## src/rtl/radix_counter_pkg.sv

```systemverilog
// Shared constants for the cascaded radix counter: default geometry and terminal-count modes.
// Pure definitions; no logic, no latency, no flow control.
package radix_counter_pkg;

    localparam int DEF_RADIX     = 10;
    localparam int DEF_DIGITS    = 4;

    localparam int WRAP_MODE     = 1;
    localparam int SATURATE_MODE = 0;

endpackage

```

## src/rtl/radix_counter_digit.sv

```systemverilog
// One mod-RADIX up/down digit with clear, clamped parallel load and step (carry-in) control.
// One-edge latency from command to dig; never stalls, no backpressure.
module radix_digit
    import radix_counter_pkg::*;
#(
    parameter int RADIX = DEF_RADIX,
    parameter int W     = $clog2(RADIX)
) (
    input  logic         clk,
    input  logic         rst_n,
    input  logic         clr,
    input  logic         load,
    input  logic         up,
    input  logic         step,
    input  logic [W-1:0] load_dig,
    output logic [W-1:0] dig,
    output logic         at_term,
    output logic         over
);

    localparam logic [W-1:0] MAX = W'(RADIX - 1);
    localparam logic [W:0]   RAD = (W + 1)'(RADIX);

    assign over    = ({1'b0, load_dig} >= RAD);
    assign at_term = up ? (dig == MAX) : (dig == '0);

    always_ff @(posedge clk or negedge rst_n) begin
        if (!rst_n) begin
            dig <= '0;
        end else if (clr) begin
            dig <= '0;
        end else if (load) begin
            // Out-of-range load digits clamp to the largest legal value.
            dig <= over ? MAX : load_dig;
        end else if (step) begin
            if (up) begin
                dig <= (dig == MAX) ? '0 : dig + W'(1);
            end else begin
                dig <= (dig == '0) ? MAX : dig - W'(1);
            end
        end
    end

endmodule

```

## src/rtl/radix_counter.sv

```systemverilog
// Cascaded DIGITS x mod-RADIX up/down counter with clear/load, wrap or saturate at terminal count.
// Count, wrapped and load_err update one edge after the command; tc is combinational; no backpressure.
module radix_counter
    import radix_counter_pkg::*;
#(
    parameter int RADIX  = DEF_RADIX,
    parameter int DIGITS = DEF_DIGITS,
    parameter int WRAP   = WRAP_MODE
) (
    input  logic                             clk,
    input  logic                             rst_n,
    input  logic                             en,
    input  logic                             up,
    input  logic                             clr,
    input  logic                             load,
    input  logic [DIGITS*$clog2(RADIX)-1:0]  load_val,
    output logic [DIGITS*$clog2(RADIX)-1:0]  count,
    output logic                             tc,
    output logic                             wrapped,
    output logic                             load_err
);

    localparam int   W       = $clog2(RADIX);
    localparam logic WRAP_EN = (WRAP == WRAP_MODE);

    logic [DIGITS:0]   cin;
    logic [DIGITS-1:0] at_term;
    logic [DIGITS-1:0] over;
    logic              terminal;
    logic              advance;

    // Digit i steps only when every lower digit sits at its terminal value.
    always_comb begin
        cin    = '0;
        cin[0] = 1'b1;
        for (int i = 0; i < DIGITS; i++) begin
            cin[i+1] = cin[i] & at_term[i];
        end
    end

    assign terminal = cin[DIGITS];
    assign advance  = en & (~terminal | WRAP_EN);
    assign tc       = en & terminal & ~clr & ~load;

    for (genvar i = 0; i < DIGITS; i++) begin : g_digit
        radix_digit #(
            .RADIX (RADIX),
            .W     (W)
        ) u_digit (
            .clk      (clk),
            .rst_n    (rst_n),
            .clr      (clr),
            .load     (load),
            .up       (up),
            .step     (advance & cin[i]),
            .load_dig (load_val[i*W +: W]),
            .dig      (count[i*W +: W]),
            .at_term  (at_term[i]),
            .over     (over[i])
        );
    end

    always_ff @(posedge clk or negedge rst_n) begin
        if (!rst_n) begin
            wrapped  <= 1'b0;
            load_err <= 1'b0;
        end else begin
            wrapped  <= ~clr & ~load & en & terminal & WRAP_EN;
            load_err <= ~clr & load & (|over);
        end
    end

endmodule

```

## config.mk

```make
export PLATFORM = sky130hd
export DESIGN_NAME = radix_counter
export DESIGN_NICKNAME = d
export VERILOG_FILES = /design/src/rtl/radix_counter_pkg.sv /design/src/rtl/radix_counter_digit.sv /design/src/rtl/radix_counter.sv
export SDC_FILE = /design/constraint.sdc
export NUM_CORES = 1
export LEC_CHECK = 0
export BUFFER_PORTS_ARGS = -buffer_cell sky130_fd_sc_hd__buf_2
export CAP_MARGIN = 10
export CORE_ASPECT_RATIO = 0.5
export CORE_MARGIN = 4
export CORE_UTILIZATION = 45
export DETAILED_ROUTE_END_ITERATION = 8
export PLACE_DENSITY = 0.7
export RECOVER_POWER = 100
export SYNTH_ARGS = -nofsm -noshare
export SYNTH_HDL_FRONTEND = slang
export SYNTH_SLANG_ARGS = --single-unit
```

## constraint.sdc

```tcl
create_clock -name clk -period 6.03 [get_ports clk]
set_clock_uncertainty 0.1 [all_clocks]
set_input_delay 1.206 -clock clk [delete_from_list [all_inputs] [get_ports clk]]
set_output_delay 1.206 -clock clk [all_outputs]
set_load 0.005 [all_outputs]
```

======== Word level (Yosys, flattened, before mapping) ========
Index checks and enable logic that the tools add are counted.
storage, ports and cells
  output and inout bits ................... 19
  logic and storage cells ................. 79
  input port bits ......................... 22
  register bits ........................... 18
cells by class
  magnitude comparators ................... 4
  bitwise operators ....................... 16
  muxes and demuxes ....................... 32
  add/subtract/negate cells ............... 8
  equality and inequality tests ........... 4
  reductions and logical operators ........ 9
operators with widths
  cell                                                                number
  4-bit two-way mux                                                   28
  4-bit by 1-bit adder with 4-bit output, second input constant       4
  4-bit equality test, second input constant                          4
  4-bit >= comparator, second input constant                          4
  4-bit zero test                                                     4
  4-bit by 1-bit subtractor with 4-bit output, second input constant  4
  1-bit AND                                                           14
  3-bit nonzero test                                                  4
  1-bit two-way mux                                                   4
  4-bit OR reduction                                                  1
  1-bit NOT                                                           2

======== Depth between registers and ports, before layout ========
Gate-level depths: netlist (run 1).
  word-level depth ........................ 8
  depth in mapped cells ................... 7
  mapped depth without buffers ............ 7

======== Cells and area by module ========
A second synthesis (run 1) with hierarchy kept.
unflattened totals
  cells, all modules ...................... 208
  area, all modules ....................... 1659.1 µm²
modules (own cells, without submodules)
  module                                area an instance (µm²)  sequential area each (µm²)  instances  cells each
  radix_digit (g_digit[1].u_digit ...)  372.9                   100.1                       3          48
  radix_digit (g_digit[0].u_digit)      434.2                   100.1                       1          54
  radix_counter                         106.4                   50.0                        1          10

======== Worst setup path after synthesis (run 1) ========
No wires, ideal clock.
  kind .................................... input -> output
  start ................................... in up
  end ..................................... out tc
  data arrival time ....................... 2.551 ns
  required time ........................... 4.724 ns
  cell stages on the path ................. 5
  path buffers ............................ 1
  slack ................................... 2.173 ns
  path through ............................ buf_2 nor3b_2 a31oi_1 or4_1 a2111oi_0
on the way
  cells in the longest elaborated chain, start to end .. 7
  elaborated cells between the ends (all ways) .. 10
  classes of those cells .................. 4 x mux; 6 x bitwise
RTL lines
  element                      RTL line                   text
  start, declared              radix_counter.sv:13        input logic up,
  1-bit two-way mux            radix_counter_digit.sv:25  assign at_term = up ? (dig == MAX) : (dig == '0);
  1-bit AND (2 in series)      radix_counter.sv:37        cin[i+1] = cin[i] & at_term[i];
  1-bit AND (*)                radix_counter.sv:37
  1-bit AND (*) (3 in series)  radix_counter.sv:43        assign tc = en & terminal & ~clr & ~load;
  end, declared                radix_counter.sv:18        output logic tc,
Every way passes the cells marked *; elsewhere a longest branch is shown, timed or not.

======== Worst setup path in the final report (run 1) ========
Same ends and word-level chain as after synthesis.

==> out/qor.csv, run 1 <==
stage,metric,value,unit
grt,antenna_found_initial,0,
clock_tree,clock-sinks,18,
logic_synthesis,yosys.area.top_type_share,25.21,%
logic_synthesis,synth_area_leaders,"dfrtp_1 (25%), ha_1 (7.7%), o21ai_0 (6.7%)",
min_path,worstHoldPathType,register to register,
timing,fmax,223.3,MHz
timing,maxSlewViolCount,0,
floorplanning,core_region_area,3622,um2
floorplanning,dieArea,5104,um2
worst_setup_path,critPathLaunchType,primary input,
clock_tree,clk_latency,0.26,ns
clock_tree,cts_hold_repair.buffers,0,
routing,vias,1849,
power_and_ir_drop,power.density,185.9,nW/um2
logic_synthesis,synthArstFlopShare,100.0,%
min_path,hold_end,g_digit[1].u_digit.dig[1]$_DFFE_PN0P_,
floorplanning,fp-row-count,15,
placed_design,dp_hpwl,3.546,mm
worst_setup_path,reg2reg_slack,3.06,ns
routing,drt_iter0_drc,86,
worst_setup_path,critPathKind,primary input to output port,
logic_synthesis,yosysWarnings,0,
min_path,hold_depth,2,
logic_synthesis,netlist_area,1787,um2
routing,drcViolationCount,0,
timing,fin_crit_sh,74.27,%
routing,dr.pass1.iters,4,
logic_synthesis,yosys_register_bits,18,
floorplanning,io_pins,41,
clock_tree,numCtsBuffers,3,
power_and_ir_drop,power_leakage,0.0008497,uW
timing,tightest_slew,1.045,ns
placed_design,io_buffers,40,
clock_tree,clkSlewWorstSetupHoldPaths,0.07,ns
worst_setup_path,regToRegStartpoint,g_digit[0].u_digit.dig[0]$_DFFE_PN0P_,
placed_design,dp_slack,1.546,ns
clock_tree,cts_setup_buffers,0,
placed_design,place_inst,306,
worst_setup_path,crit_required,4.72,ns
status,status,completed,
cells_and_area,stdcell_count,309,
worst_setup_path,ff2ff_path_depth,7,
worst_setup_path,worstPathMaxFanout,41,
logic_synthesis,synth_common_cells,"o21ai_0 (24), dfrtp_1 (18), a21oi_1 (17), inv_1 (17), nand2_1 (17)",
cells_and_area,nFillCells,353,
logic_synthesis,synth_edf_count,0,
cells_and_area,drive_above_1_share,15.50,%
cells_and_area,nets,293,
logic_synthesis,syn_avg_cell_area,7.768,um2
cells_and_area,n_antenna_cell,0,
logic_synthesis,syn_nets,263,
cells_and_area,areaGrowthSynthToFinish,11.55,%
timing,finalSetupViolations,0,
floorplanning,die-height,52.56,um
cells_and_area,utilization,55.03,%
timing,setup_ws,1.551,ns
clock_tree,root_buffer,clkbuf_8,
grt,grt_overflow,0,
worst_setup_path,cpMaxStageDelayCell,buf_2,
worst_setup_path,critPathMaxStageDelay,0.53,ns
timing,finalCriticalPeriod,4.479,ns
worst_setup_path,critPathCaptureType,output port,
power_and_ir_drop,vdd_drop_max,0.09915,mV
routing,wl,4.832,mm
timing,hold_viol,0,
timing,slew_headroom,29.71,%
clock_tree,cts_resized,0,
grt,grt_max_degree,42,
grt,grt_usage,19.43,%
grt,grt_pass1_vias,1668,
routing,wl_per_cell,15.64,um
logic_synthesis,synth_cells,230,
clock_tree,cts_buffer_depth,2,
timing,grt_setup_unrepaired,false,
worst_setup_path,cp_cell_sequence,buf_2 -> a31oi_1 -> or4_1 -> a2111oi_0 -> clkbuf_1,
logic_synthesis,yosysUniqueCellTypes,60,
logic_synthesis,synth_top_cell_by_area,dfrtp_1,
logic_synthesis,yosysSeqAreaShare,25.21,%
worst_setup_path,cp.arrival,3.17,ns
floorplanning,start_util,49.33,%
logic_synthesis,synth_ff_type,dfrtp_1,
timing,fin_tns_setup,0,ns
worst_setup_path,rr_endpoint,g_digit[3].u_digit.dig[0]$_DFFE_PN0P_,
floorplanning,die_w,97.11,um
run,cap_violations,0,
grt,grt_pass1_wl,7.983,mm
clock_tree,cts_tree,done,
min_path,min-delay-start,g_digit[1].u_digit.dig[1]$_DFFE_PN0P_,
placed_design,place_congestion,0.8905,
routing,viasPerCell,5.984,
logic_synthesis,yosysMostFrequentCell,o21ai_0,
routing,drtAntennaViolNets,0,
clock_tree,htree_num_levels,1,
-- routing by layer --
metal	share of wire, %	GRT usage, %	vias up
met1	46	26.79	876
met3	6.9	3.984	4
met2	46	31.51	64
met4	0.64	4.662	0
met5	0	0	-
li1	-	-	905
-- final cells by class --
cell class	count	area, um2	share of cell area, %
Tap cell	51	63.81	3.202
Multi-Input combinational cell	180	1190	59.70
Clock buffer	3	41.29	2.072
Inverter	17	63.81	3.202
Sequential cell	18	450.4	22.60
Timing Repair Buffer	40	183.9	9.228
-- worst max-delay path, delay by kind of cell --
family                 cells  cell delay [ns]
AOI/OAI and AO/OA          2             0.74
buffers and inverters      2             0.69
and+or+nand+nor            1             0.53
-- state kept, by name, indices dropped and copies added (netlist names) --
register	cells
wrapped	1
load_err	1
g_digit.u_digit.dig	16
-- placed cells by master, fill, tap and decap left out, types with 2 or more instances in the layout --
master and n:
nor4b_1 2, inv_1 17, nor2_1 15, or4_1 2, a21o_1 2, clkbuf_8 3
nand3_1 5, a21oi_1 17, o31ai_1 2, clkbuf_1 13, mux2_2 3, nand4_1 2
mux2i_1 2, a31oi_1 9, o21bai_1 2, nand3b_1 2, nor3b_1 2, o211ai_1 3
and3_1 2, a2111oi_0 2, dfrtp_1 18, a22oi_1 2, ha_1 11, o2111ai_1 3
a211oi_1 5, o21ai_0 26, nand2_1 17, or3b_2 2, nand2b_1 7, buf_2 27
nor2b_1 6
-- worst max path at each step --
stage	from	end	cells after the start
after floorplan	up	tc	5
after global placement	up	tc	5
after detailed placement	up	tc	5
after CTS	up	tc	5
after global routing	up	tc	5
final	up	tc	5
-- cell families after synthesis --
kind of cell             count (synthesis)  synth area share (%)
AO/OA/AOI/OAI                           87                 31.09
AND/OR/NAND/NOR                         75                 24.65
buffers and inverters                   32                 7.353
flip-flops                              18                 25.21
adder cells (fa/ha/maj)                 11                 7.703
multiplexers                             5                 3.011
XOR/XNOR                                 2                0.9806
-- power by group --
group          total [uW]  internal [uW]  switching, uW
clock                86.5           44.5           42.0
sequential            158            131           26.7
combinational         126           57.6           68.5
total                 371            233            137
-- through the flow --
stage                     hold WS [ns]  power [uW]  instance area (um2)
after global routing            0.5822       398.6                 1993
final                           0.5565       370.6                 1993
after global placement          0.5245       285.0                 1983
after CTS                       0.5503       375.7                 2024
after detailed placement        0.5358       287.8                 1983
after floorplan                 0.5008       245.1                 1787
No activity file was read; power rests on OpenSTA's default activity.
==> run 2, diff against run 1 <==
Settings changed: ABC_AREA from default to 1, PLACE_DENSITY 0.7 to 0.73.
Clock period 6.03 ns to 3.95 ns, I/O delays scaled along.
==> out/qor.csv, run 2 <==
stage,metric,value,unit
status,status,completed,
clock_tree,clk_latency,0.26,ns
clock_tree,cts_hold_repair.buffers,0,
timing,fin_tns_setup,0,ns
floorplanning,die-height,52.29,um
timing,fmax,330.3,MHz
placed_design,post_dp_cell_area,2002,um2
power_and_ir_drop,p_int,359.8,uW
routing,viasPerCell,5.209,
floorplanning,dieArea,5050,um2
clock_tree,clock-sinks,18,
cells_and_area,final_cell_mix,"nand2_1 (83), nand3_1 (41), inv_1 (36), buf_2 (30), nor2_1 (25)",
logic_synthesis,yosysWarnings,0,
timing,slew_headroom,30.64,%
grt,grt_max_degree,19,
worst_setup_path,critPathLaunchType,primary input,
timing,hold_viol,0,
worst_setup_path,critPathCaptureType,output port,
power_and_ir_drop,p_sw_share,40.15,%
clock_tree,cts_tree,done,
power_and_ir_drop,comb_power_share,38.6,%
grt,grt_pass1_wl,7.652,mm
power_and_ir_drop,power.share.sequential,39.7,%
placed_design,dp_hpwl,3.719,mm
min_path,hold_depth,2,
cells_and_area,largest_reg_flops,16,
routing,dr.pass1.iters,4,
clock_tree,numCtsBuffers,3,
worst_setup_path,rr_endpoint,g_digit[3].u_digit.dig[3]$_DFFE_PN0P_,
min_path,worstHoldPathType,register to register,
logic_synthesis,yosysUniqueCellTypes,29,
clock_tree,cts_setup_buffers,0,
logic_synthesis,synth_edf_count,0,
power_and_ir_drop,vdd_drop_max,0.1949,mV
floorplanning,fp-row-count,15,
logic_synthesis,synth_area_leaders,"dfrtp_1 (26%), nand2_1 (17%), nand3_1 (12%)",
logic_synthesis,yosysMostFrequentCell,nand2_1,
logic_synthesis,yosys.area.top_type_share,25.51,%
clock_tree,htree_num_levels,1,
clock_tree,cts_resized,0,
cells_and_area,reg.largest.list,"g_digit.u_digit.dig x16, load_err x1, wrapped x1",
placed_design,place_congestion,0.8993,
logic_synthesis,synthArstFlopShare,100.0,%
timing,fin_crit_sh,76.65,%
grt,grt_pass1_vias,1647,
logic_synthesis,syn_nets,312,
cells_and_area,final_area,2006,um2
logic_synthesis,synth_ff_type,dfrtp_1,
power_and_ir_drop,power.density,299.8,nW/um2
floorplanning,start_util,48.99,%
logic_synthesis,netlist_area,1765,um2
routing,vias,1917,
logic_synthesis,synth_top_cell_by_area,dfrtp_1,
min_path,hold_end,g_digit[2].u_digit.dig[1]$_DFFE_PN0P_,
worst_setup_path,cp.arrival,2.14,ns
logic_synthesis,syn_avg_cell_area,6.328,um2
clock_tree,clkSlewWorstSetupHoldPaths,0.07,ns
placed_design,io_buffers,40,
power_and_ir_drop,pwr-share-clk,21.7,%
cells_and_area,layout_commonest_cell,nand2_1,
worst_setup_path,ff2ff_path_depth,10,
worst_setup_path,crit_required,3.06,ns
cells_and_area,multi_input_area,1112,um2
routing,drt_iter0_drc,98,
cells_and_area,areaGrowthSynthToFinish,13.61,%
clock_tree,root_buffer,clkbuf_8,
routing,wl_per_cell,12.83,um
timing,maxSlewViolCount,0,
timing,finalCriticalPeriod,3.028,ns
floorplanning,core_region_area,3603,um2
timing,tightest_slew,1.040,ns
cells_and_area,top_register,g_digit.u_digit.dig,
logic_synthesis,yosysSeqAreaShare,25.51,%
grt,grt_overflow,0,
worst_setup_path,critPathKind,primary input to output port,
routing,drcViolationCount,0,
timing,setup_ws,0.9224,ns
worst_setup_path,worstPathMaxFanout,15,
power_and_ir_drop,power_leakage,0.001103,uW
placed_design,dp_slack,1.044,ns
logic_synthesis,synth_common_cells,"nand2_1 (80), nand3_1 (41), inv_1 (34)",
cells_and_area,drive_above_1_share,13.88,%
cells_and_area,layout.area.seq,450.4,um2
cells_and_area,nets,352,
power_and_ir_drop,switchingPower,241.4,uW
clock_tree,cts_buffer_depth,2,
logic_synthesis,synth_cells,279,
cells_and_area,n_antenna_cell,0,
logic_synthesis,yosys_register_bits,18,
grt,antenna_found_initial,0,
timing,grt_setup_unrepaired,false,
grt,grt_usage,19.91,%
floorplanning,io_pins,41,
routing,drtAntennaViolNets,0,
floorplanning,die_w,96.58,um
worst_setup_path,regToRegStartpoint,g_digit[2].u_digit.dig[0]$_DFFE_PN0P_,
worst_setup_path,reg2reg_slack,2.00,ns
run,cap_violations,0,
min_path,min-delay-start,g_digit[2].u_digit.dig[1]$_DFFE_PN0P_,
timing,finalSetupViolations,0,
cells_and_area,nFillCells,366,
routing,wl,4.723,mm
## run 2: cell count changes in the layout (fill, tap and decap cells not counted), sizes merged, moves of 5 or more
| cell | previous run | this run |
|---|---|---|
| nand4 | 2 | 9 |
| a31oi | 9 | 3 |
| nor2b | 6 | 0 |
| nand2 | 17 | 85 |
| nand3 | 5 | 43 |
| inv | 17 | 40 |
| nor2 | 15 | 27 |
| a21oi | 17 | 7 |
| nand2b | 7 | 0 |
| a211oi | 5 | 0 |
| o21ai | 26 | 17 |
## run 2: worst max-delay path, cell delays in order
cell	delay, ns
buf_2	0.20
inv_1	0.36
nand3_1	0.15
nand2_1	0.14
nand3_2	0.11
nor3_1	0.24
clkbuf_1	0.15
## run 2: logic make-up (layout without fill, tap and decap cells)
| family | Yosys count | count (layout) | synth area share [%] |
|---|---|---|---|
| DFF | 18 | 18 | 25.51 |
| adders and majority gates | 11 | 11 | 7.796 |
| AOI/OAI and AO/OA | 33 | 33 | 10.84 |
| and+or+nand+nor | 170 | 170 | 44.79 |
| buffers and inverters | 45 | 83 | 10.06 |
| xor gates and xnor gates | 2 | 2 | 0.9924 |
## run 2: how the worst max path moves through the flow
stage	startpoint	to	slack [ns]
6_report	up	tc	0.92
3_3_place_gp	up	tc	1.08
4_1_cts	up	tc	1.04
3_5_place_dp	up	tc	1.04
2_1_floorplan	load	tc	1.65
5_1_grt	up	tc	0.74
## run 2: through the flow
step | hold WS (ns) | utilization, % | total power, uW | std cells
finish | 0.4765 | 55.66 | 601.2 | 368
detailed placement | 0.4594 | 55.56 | 477.3 | 365
floorplan | 0.3944 | - | 400.0 | 279
global route | 0.5162 | 55.66 | 653.4 | 368
global placement | 0.4432 | 55.56 | 473.2 | 365
CTS | 0.3806 | 56.70 | 610.0 | 368
## run 2: final cells by class
type / instances / area share (%)
multi-input combinational: 216 / 55.46
sequential: 18 / 22.46
timing repair buffer: 40 / 9.357
inverter: 40 / 7.486
tap: 51 / 3.182
clock buffer: 3 / 2.059
## run 2: metal layers
metal,track usage (%),wire (um),vias up
met1,27.09,2160,850
met2,30.14,2057,73
met5,0,0,-
met3,7.174,449,6
met4,4.419,56,0
li1,-,-,988
## run 2: power by group through the flow
stage	clock (uW)	combinational, uW	sequential, uW
5_1_grt	142	267	244
3_5_place_dp	0	236	241
4_1_cts	135	237	238
6_report	130	232	239
3_3_place_gp	0	233	240
2_1_floorplan	0	166	234
==> run 3, diff against run 2 <==
Settings changed: PLACE_DENSITY 0.73 to 0.71.
Clock period 3.95 ns to 2.8 ns, I/O delays scaled along.
==> out/qor.csv, run 3 (synthesized netlist as in run 2, its figures left out) <==
stage,metric,value,unit
grt,grt_overflow,0,
timing,maxSlewViolCount,0,
power_and_ir_drop,p_sw_share,39.85,%
floorplanning,start_util,48.99,%
grt,grt_use_met3,4.591,%
placed_design,dp_slack,0.3477,ns
cells_and_area,reg.largest.list,"g_digit.u_digit.dig x16, load_err x1, wrapped x1",
timing,finalSetupViolations,0,
clock_tree,root_buffer,clkbuf_8,
clock_tree,cts_tree,done,
routing,vias,1892,
min_path,worstHoldPathType,primary input to async pin,
clock_tree,clkSlewWorstSetupHoldPaths,0.08,ns
grt,grt_pass1_vias,1623,
worst_setup_path,critPathLaunchType,register,
grt,antenna_found_initial,0,
cells_and_area,largest_reg_flops,16,
worst_setup_path,critPathKind,register to output port,
power_and_ir_drop,vdd_drop_max,0.2134,mV
routing,drtAntennaViolNets,0,
timing,slew_headroom,27.76,%
clock_tree,cts_buffer_depth,2,
cells_and_area,final_area,2031,um2
timing,fmax,388.4,MHz
routing,wl,4.759,mm
grt,grt_max_degree,19,
status,status,completed,
clock_tree,htree_num_levels,1,
power_and_ir_drop,pwr-share-clk,25.7,%
timing,fin_crit_sh,91.96,%
run,cap_violations,0,
cells_and_area,final_cell_mix,"nand2_1 (83), nand3_1 (41), inv_1 (35), buf_2 (29), nor2_1 (25)",
placed_design,io_buffers,40,
timing,hold_viol,0,
grt,busiest_layer,met1,
placed_design,dp_hpwl,3.714,mm
power_and_ir_drop,power.share.sequential,37.6,%
clock_tree,numCtsBuffers,3,
routing,drcViolationCount,0,
power_and_ir_drop,power_leakage,0.001112,uW
timing,setup_ws,0.2251,ns
floorplanning,dieArea,5050,um2
timing,finalCriticalPeriod,2.575,ns
cells_and_area,layout_commonest_cell,nand2_1,
timing,grt_setup_unrepaired,false,
grt,met2_usage,29.00,%
worst_setup_path,worstPathMaxFanout,6,
routing,dr.pass1.iters,5,
timing,fin_tns_setup,0,ns
cells_and_area,drive_above_1_share,14.73,%
cells_and_area,top_register,g_digit.u_digit.dig,
routing,wl_per_cell,12.86,um
floorplanning,fp-row-count,15,
grt,grt_pass1_wl,7.886,mm
floorplanning,io_pins,41,
placed_design,place_congestion,0.9074,
cells_and_area,areaGrowthSynthToFinish,15.02,%
worst_setup_path,cp.arrival,1.91,ns
power_and_ir_drop,p_int,536.9,uW
timing,tightest_slew,1.084,ns
worst_setup_path,critPathCaptureType,output port,
clock_tree,clk_latency,0.26,ns
power_and_ir_drop,switchingPower,355.7,uW
routing,viasPerCell,5.114,
floorplanning,die_w,96.58,um
routing,drt_iter0_drc,97,
power_and_ir_drop,power.density,439.6,nW/um2
power_and_ir_drop,comb_power_share,36.7,%
grt,grt_usage,20.19,%
clock_tree,clock-sinks,18,
cells_and_area,nets,353,
cells_and_area,n_antenna_cell,0,
placed_design,post_dp_cell_area,2009,um2
floorplanning,die-height,52.29,um
floorplanning,core_region_area,3603,um2
worst_setup_path,crit_required,2.14,ns
grt,gr-usage-met1,31.14,%
run 3: worst max-delay path, cell delays in order, from the launching register on:
cell	delay [ns]
dfrtp_1	0.44
inv_1	0.16
ha_1	0.22
nand2_1	0.06
nor2_1	0.13
nand2_1	0.10
nand2_2	0.09
nand2_1	0.08
nor3_2	0.20
buf_2	0.15
run 3: timing repair:
item	4_1_cts	5_1_grt
setup endpoints to repair	0	1
buffers inserted	0	0
gates resized for setup	0	1
hold buffers	0	0
run 3: path summary, 6_finish.rpt:
path | start | end | slack, ns | cells past startpoint
worst max-delay path | g_digit[2].u_digit.dig[0]$_DFFE_PN0P_ | tc | 0.23 | 9
worst min-delay path | rst_n | load_err$_DFF_PN0_ | 0.37 | 1
worst max register to register | g_digit[2].u_digit.dig[0]$_DFFE_PN0P_ | g_digit[3].u_digit.dig[3]$_DFFE_PN0P_ | 0.86 | 10
worst min register to register | g_digit[2].u_digit.dig[1]$_DFFE_PN0P_ | g_digit[2].u_digit.dig[1]$_DFFE_PN0P_ | 0.49 | 2
max in group asynchronous | rst_n | g_digit[3].u_digit.dig[0]$_DFFE_PN0P_ | 1.58 | 1
min in group clk | load_val[5] | g_digit[1].u_digit.dig[1]$_DFFE_PN0P_ | 0.48 | 3
run 3: per-layer routing:
layer	wire length [um]	vias to the layer above
li1	-	990
met1	2393	840
met2	1981	60
met3	371	2
met4	12	0
met5	0	-
run 3: power groups by stage:
stage / clock network, uW / logic (uW) / registers [uW]
after global routing: 244 / 375 / 343
after global placement: 0 / 327 / 338
after CTS: 235 / 335 / 334
final: 229 / 328 / 336
after floorplan: 0 / 234 / 331
after detailed placement: 0 / 332 / 339
run 3: area by class of cell:
class	count	area, um2
Fill cell	387	1573
Clock buffer	4	55.05
Sequential cell	18	450.4
Timing Repair Buffer	41	193.9
Tap cell	51	63.81
Multi-Input combinational cell	216	1117
Inverter	40	150.1
run 3: stage by stage:
step           cells  hold slack (ns)  util [%]  power [uW]
6_report         370           0.3694     56.35       892.6
5_1_grt          370           0.4608     56.35       961.2
4_1_cts          370           0.1495     57.29       903.9
3_5_place_dp     366           0.4386     55.76       671.8
3_3_place_gp     366           0.4221     55.76       665.0
2_1_floorplan    279           0.1644         -       564.3
